$ cat src/rtl/divider_pkg.sv
// Shared divider datapath definitions: default widths and FSM state encoding.
package divider_pkg;

    localparam int WIDTH_DEF = 16;
    localparam int CNT_W_DEF = 4;

    localparam logic [1:0] S_IDLE  = 2'd0;
    localparam logic [1:0] S_SHIFT = 2'd1;
    localparam logic [1:0] S_DONE  = 2'd2;

    typedef enum logic [1:0] {
        ST_IDLE  = S_IDLE,
        ST_SHIFT = S_SHIFT,
        ST_DONE  = S_DONE
    } state_t;

endpackage

$ cat src/rtl/shift_restore_if.sv
// Start/done handshake and result bus between the quotient core and shift_restore.
interface shift_restore_if
    import divider_pkg::*;
#(
    parameter int WIDTH = WIDTH_DEF,
    parameter int CNT_W = CNT_W_DEF
);
    logic             start;
    logic [WIDTH-1:0] in_data;
    logic [CNT_W-1:0] shift;
    logic             busy;
    logic             done;
    logic [WIDTH-1:0] out;
    logic             overflow;

    modport master (
        output start, in_data, shift,
        input  busy, done, out, overflow
    );

    modport slave (
        input  start, in_data, shift,
        output busy, done, out, overflow
    );
endinterface

$ cat src/rtl/shift_restore.sv
// Sequential left-shifter restoring divider result alignment, one bit per clock,
// flagging any set bit pushed out of the MSB.
//
// state | meaning
// IDLE  | waiting for start; result registers hold last value
// SHIFT | shifting out left once per clock while cnt counts down to 1
// DONE  | one-cycle result-valid pulse, then back to IDLE
module shift_restore
    import divider_pkg::*;
#(
    parameter int WIDTH = WIDTH_DEF,
    parameter int CNT_W = CNT_W_DEF
) (
    input logic            clk,
    input logic            rst_n,
    shift_restore_if.slave bus
);

    state_t           state;
    state_t           state_nxt;
    logic [WIDTH-1:0] out_q;
    logic             ovf_q;
    logic [CNT_W-1:0] cnt;

    always_ff @(posedge clk or negedge rst_n) begin
        if (!rst_n) begin
            state <= ST_IDLE;
        end else begin
            state <= state_nxt;
        end
    end

    always_comb begin
        state_nxt = state;
        case (state)
            ST_IDLE: begin
                if (bus.start) begin
                    state_nxt = (bus.shift == '0) ? ST_DONE : ST_SHIFT;
                end
            end
            ST_SHIFT: begin
                if (cnt == CNT_W'(1)) begin
                    state_nxt = ST_DONE;
                end
            end
            ST_DONE:  state_nxt = ST_IDLE;
            default:  state_nxt = ST_IDLE;
        endcase
    end

    // SHIFT is only entered with cnt >= 1 and left at cnt == 1, so cnt never wraps.
    always_ff @(posedge clk or negedge rst_n) begin
        if (!rst_n) begin
            out_q <= '0;
            ovf_q <= 1'b0;
            cnt   <= '0;
        end else begin
            case (state)
                ST_IDLE: begin
                    if (bus.start) begin
                        out_q <= bus.in_data;
                        ovf_q <= 1'b0;
                        cnt   <= bus.shift;
                    end
                end
                ST_SHIFT: begin
                    out_q <= {out_q[WIDTH-2:0], 1'b0};
                    ovf_q <= ovf_q | out_q[WIDTH-1];
                    cnt   <= cnt - CNT_W'(1);
                end
                default: ;
            endcase
        end
    end

    assign bus.busy     = (state != ST_IDLE);
    assign bus.done     = (state == ST_DONE);
    assign bus.out      = out_q;
    assign bus.overflow = ovf_q;

endmodule

$ cat src/flat_wrapper.sv
// flat-port wrapper written by rule: the top's interface ports become plain ports
module shift_restore_flat import divider_pkg::*;
#(
    parameter int WIDTH = WIDTH_DEF,
    parameter int CNT_W = CNT_W_DEF
)
  (clk, rst_n, bus_start, bus_in_data, bus_shift, bus_busy, bus_done, bus_out, bus_overflow);
  shift_restore_if #(.WIDTH(WIDTH), .CNT_W(CNT_W)) bus_i ();
  input logic clk;
  input logic rst_n;
  input wire logic [$bits(bus_i.start)-1:0] bus_start;
  input wire logic [$bits(bus_i.in_data)-1:0] bus_in_data;
  input wire logic [$bits(bus_i.shift)-1:0] bus_shift;
  output wire logic [$bits(bus_i.busy)-1:0] bus_busy;
  output wire logic [$bits(bus_i.done)-1:0] bus_done;
  output wire logic [$bits(bus_i.out)-1:0] bus_out;
  output wire logic [$bits(bus_i.overflow)-1:0] bus_overflow;
  assign bus_i.start = bus_start;
  assign bus_i.in_data = bus_in_data;
  assign bus_i.shift = bus_shift;
  assign bus_busy = bus_i.busy;
  assign bus_done = bus_i.done;
  assign bus_out = bus_i.out;
  assign bus_overflow = bus_i.overflow;
  shift_restore #(.WIDTH(WIDTH), .CNT_W(CNT_W)) u_core (.clk(clk), .rst_n(rst_n), .bus(bus_i));
endmodule
$ cat config.mk
export PLATFORM = sky130hd
export DESIGN_NAME = shift_restore_flat
export DESIGN_NICKNAME = d
export VERILOG_FILES = /design/src/rtl/divider_pkg.sv /design/src/rtl/shift_restore_if.sv /design/src/rtl/shift_restore.sv /design/src/flat_wrapper.sv
export SDC_FILE = /design/constraint.sdc
export NUM_CORES = 1
export LEC_CHECK = 0
export BUFFER_PORTS_ARGS = -buffer_cell sky130_fd_sc_hd__buf_2
export CORE_MARGIN = 2
export CORE_UTILIZATION = 25
export CTS_CLUSTER_SIZE = 14
export DETAILED_ROUTE_END_ITERATION = 6
export HOLD_SLACK_MARGIN = 0.05
export PLACE_DENSITY = 0.51
export SKIP_CTS_REPAIR_TIMING = 1
export SLEW_MARGIN = 30
export SYNTH_ARGS = -nofsm -noshare
export SYNTH_HDL_FRONTEND = slang
export SYNTH_SLANG_ARGS = --single-unit
$ cat constraint.sdc
create_clock -name clk -period 1.55 [get_ports clk]
set_clock_uncertainty 0.15 [all_clocks]
set_input_delay 0.155 -clock clk [delete_from_list [all_inputs] [get_ports clk]]
set_output_delay 0.155 -clock clk [all_outputs]
set_load 0.01 [all_outputs]
Yosys cells after proc, flatten, opt, wreduce, memory -nomap -nowiden:

Cells that the tools add are included.

* word-level logic and storage cells: 27
* ROM bits: 0
* memories kept: 0
* output and inout port bits: 19
* register bits after elaboration: 23
* input port bits: 23
* memory bits (writable): 0
* latch bits: 0

* reductions and logical operators: 6
* div/mod/pow operators: 0
* add/subtract/negate cells: 1
* bitwise operators: 1
* multiplexer cells: 10
* equality and inequality tests: 5
* shift operators: 0
* multiply operators: 0
* magnitude comparators: 0

Operator list (number)
* 16-bit case mux with 2 select lines: 1
* 16-bit two-way mux: 1
* 4-bit case mux with 2 select lines: 1
* 2-bit two-way mux: 3
* 4-bit by 1-bit equality test with 1-bit output, second input constant: 1
* 4-bit zero test: 1
* 4-bit two-way mux: 1
* 2-bit case mux with 2 select lines: 1
* 2-bit AND reduction: 2
* 2-bit nonzero test: 2
* 4-bit by 1-bit subtractor with 4-bit output, second input constant: 1
* 2-bit by 1-bit equality test with 1-bit output, second input constant: 1
* 2-bit equality test, second input constant: 1
* 2-bit zero test: 1
* 2-bit by 1-bit != test with 1-bit output, second input constant: 1
* 2-bit != test, second input constant: 1
* 1-bit case mux with 2 select lines: 1
* 1-bit two-way mux: 1
* 1-bit bitwise OR: 1

Logic depth before layout (Yosys ltp):

* word-level depth: 4
* mapped depth: 5
* gate-level depth less buffers: 5

Worst setup path after synthesis:

OpenSTA, ideal clock, no wires.

* path kind: register to register
* start: register u_core.cnt[2]
* end: register u_core.cnt[3]
* clock period less this slack: 1469 ps
* path slack: 81 ps
* path buffers: 0
* stages on the path, launching flop included: 4
* arrival time: 1198 ps
* data required time: 1279 ps
* library setup time: 121 ps
* path through: dfrtp_1 > or3_1 > o32a_1 > o22a_1

* longest elaborated chain between the ends: 2

RTL lines
* start: declaration: line shift_restore.sv:23 `logic [CNT_W-1:0] cnt;`
* start signal: assignment: line shift_restore.sv:63 `cnt <= bus.shift;`
* start signal: assignment: line shift_restore.sv:69 `cnt <= cnt - CNT_W'(1);`
* 4-bit by 1-bit subtractor with 4-bit output: line shift_restore.sv:69
* 4-bit case mux with 2 select lines: line shift_restore.sv:58 `case (state)`

Every way passes these cells.
A chain may end at the register's enable or synchronous reset.

Worst setup path in the final report:

Same ends and word-level chain as after synthesis.

==> flow_summary_export.csv <==
group,metric,value,unit
die,dieHeight,71.7,um
clock_tree,cts_tree,"yes",
timing,hold_violations,0,
timing,finalSetupViolations,0,
die,initial_core_util,26.2,%
worst_setup_path,worst-path-max-fanout,2,
synth,synth.distinct_cells,28,
worst_setup_path,critPathLaunchType,"flip-flop",
synth,netlist_area,1150,um2
synth,ys_seq_area_share,50.2,%
placed_design,dp_cells,210,
job,cap_violations,0,
worst_setup_path,critical_path_class,"reg2reg",
drt,dr.first_iter.drc_count,59,
worst_setup_path,endpoint_kind,"flip-flop",
die,ios,42,
final_layout,multi_input_area,524,um2
worst_hold_path,hp-class,"in2reg",
timing,fin_crit,1.49,ns
synth,synth_cells,114,
die,coreArea,4380,um2
die,rows,24,
synth,syn_area_per_cell,10.1,um2
drt,firstDrtPassIters,4,
drt,drc,0,
placed_design,io_buffers,41,
timing,maxSlewViolCount,0,
final_layout,regArea,576,um2
final_layout,syn_to_final_growth,41.3,%
timing,relSlewSlack,64.9,%
grt,grt_pass1_vias,937,
die,die_area,5150,um2
power_and_ir_drop,ir_drop,0.694,mV
drt,totalWireLength,2700,um
die,die_x,71.7,um
clock_tree,cts-buffers-inserted,3,
synth,synth.net_count,139,
placed_design,dpl.hpwl,2050,um
clock_tree,cts.sink_count,23,
placed_design,gp_congestion,0.865,
power_and_ir_drop,leakage,0.000797,uW
synth,yosys_warnings,0,
worst_setup_path,critPathRequiredTime,1.55,ns
final_layout,layout.cells.most_common_list,"buf_2, dfrtp_1, nand2_1, mux2i_1",
drt,vias,967,
drt,ant_nets,0,
clock_tree,clk-insertion-delay-late,0.26,ns
grt,grt-ovfl-total,0,
timing,finalCritPeriodShare,96.4,%
grt,track_usage,10.9,%
grt,antenna_found_initial,0,
drt,wl_per_cell,12.0,um
power_and_ir_drop,pwr_density_cell,1980,nW/um2
drt,vias_per_cell,4.32,
clock_tree,clockBufferDepth,2,
final_layout,fin_cells,224,
synth,synth_seq_cells,23,
worst_setup_path,worstPathArrival,1.50,ns
placed_design,dpl_worst_slack,0.0715,ns
final_layout,final_common_cell,"buf_2",
grt,grt_max_degree,24,
final_layout,drive_gt1_share,36.0,%
worst_setup_path,reg2reg_slack,0.06,ns
final_layout,final_nets,198,
final_layout,num_antenna_cells,0,
timing,tightest_slew,0.526,ns
clock_tree,cts-htree-levels,1,
status,outcome,"finished, final reports clean",
final_layout,nFillCells,480,
clock_tree,root_buffer,"clkbuf_8",
clock_tree,path_clk_slew,0.08,ns
timing,setup_slack,0.0553,ns
grt,grt_pass1_wl,4450,um
timing,max_clock_freq,669,MHz
stage by stage:
step	hold WS, ns	instance area, um2	utilization [%]	power [uW]	TNS (ns)
after floorplan	-0.291	1150	-	2190	0
after global placement	0.00997	1460	33.2	2780	0
after detailed placement	0.0199	1460	33.2	2800	0
after CTS	-0.273	1500	34.3	3190	-0.0309
after global routing	0.0512	1620	37.0	3530	-0.0131
final	0.0183	1620	37.0	3220	0
final timing paths:
kind	startpoint	to	cells after the start
min	bus_in_data[0]	u_core.bus.out[0]$_DFFE_PN0P_	3
max in group asynchronous	rst_n	u_core.state[0]$_DFFE_PN0P_	2
min reg2reg	u_core.bus.out[4]$_DFFE_PN0P_	u_core.bus.out[4]$_DFFE_PN0P_	2
max reg2reg	u_core.cnt[2]$_DFFE_PN0P_	u_core.cnt[3]$_DFFE_PN0P_	3
min in group asynchronous	rst_n	u_core.bus.out[12]$_DFFE_PN0P_	2
max	u_core.cnt[2]$_DFFE_PN0P_	u_core.cnt[3]$_DFFE_PN0P_	3
final cells by class:
cell class | instances | share of cell area [%]
sequential | 23 | 35.5
multi-input combinational | 79 | 32.3
timing repair buffer | 61 | 24.2
tap | 52 | 4.01
clock buffer | 3 | 2.55
inverter | 5 | 1.16
clock inverter | 1 | 0.309
power breakdown:
part           total (uW)  internal [uW]  switching, uW  leakage [uW]
logic                1730            867            867      0.000491
clock network         367            179            188     0.0000255
registers            1120            895            221      0.000280
layer usage:
| metal | GRT usage (%) | wire (um) | vias up |
|---|---|---|---|
| met4 | 2.52 | 0 | 0 |
| met5 | 0 | 0 | - |
| li1 | - | - | 517 |
| met2 | 15.7 | 1190 | 26 |
| met3 | 2.95 | 167 | 0 |
| met1 | 16.1 | 1340 | 424 |
logic make-up (layout without fill, tap and decap cells):
kind of cell | Yosys count | after routing | share of synthesized area (%)
compound gates | 30 | 30 | 15.5
flops | 23 | 23 | 50.2
buf+inv | 12 | 70 | 5.34
mux | 16 | 16 | 14.0
simple gates | 31 | 31 | 12.9
fa+ha+maj | 2 | 2 | 2.18
Yosys cell counts:
| cell type | instances | area (um2) |
|---|---|---|
| nand2_1 | 17 | 63.8 |
| a221o_1 | 1 | 10.0 |
| o21bai_1 | 1 | 7.51 |
| dfrtp_1 | 23 | 576 |
| clkbuf_1 | 1 | 3.75 |
| o32a_1 | 1 | 10.0 |
| o22ai_1 | 1 | 6.26 |
| buf_6 | 1 | 11.3 |
| buf_2 | 4 | 20.0 |
| inv_1 | 5 | 18.8 |
| o21ai_0 | 8 | 40.0 |
| a31oi_1 | 1 | 6.26 |
| o21ai_1 | 9 | 45.0 |
| nor3b_1 | 3 | 22.5 |
| nor4_1 | 1 | 6.26 |
| nor2_1 | 4 | 15.0 |
| o32ai_1 | 1 | 8.76 |
| buf_4 | 1 | 7.51 |
| nor2b_1 | 1 | 6.26 |
| nand2b_1 | 2 | 12.5 |
| or3_1 | 1 | 6.26 |
| o22a_2 | 1 | 10.0 |
| ha_1 | 2 | 25.0 |
| o22a_1 | 1 | 8.76 |
| nand2b_2 | 1 | 8.76 |
| a21oi_1 | 5 | 25.0 |
| or2_2 | 1 | 6.26 |
| mux2i_1 | 16 | 160 |
flip-flops by register name, indices dropped and copies added, names as in the netlist:
register,count
u_core.state,2
u_core.bus.overflow,1
u_core.cnt,4
u_core.bus.out,16
worst max-delay path: stages, from the launching register on:
cell     delay (ns)
dfrtp_1        0.39
or3_4          0.39
o32a_1         0.29
o22a_1         0.17
Note: power is estimated with default switching activity, not from simulation.
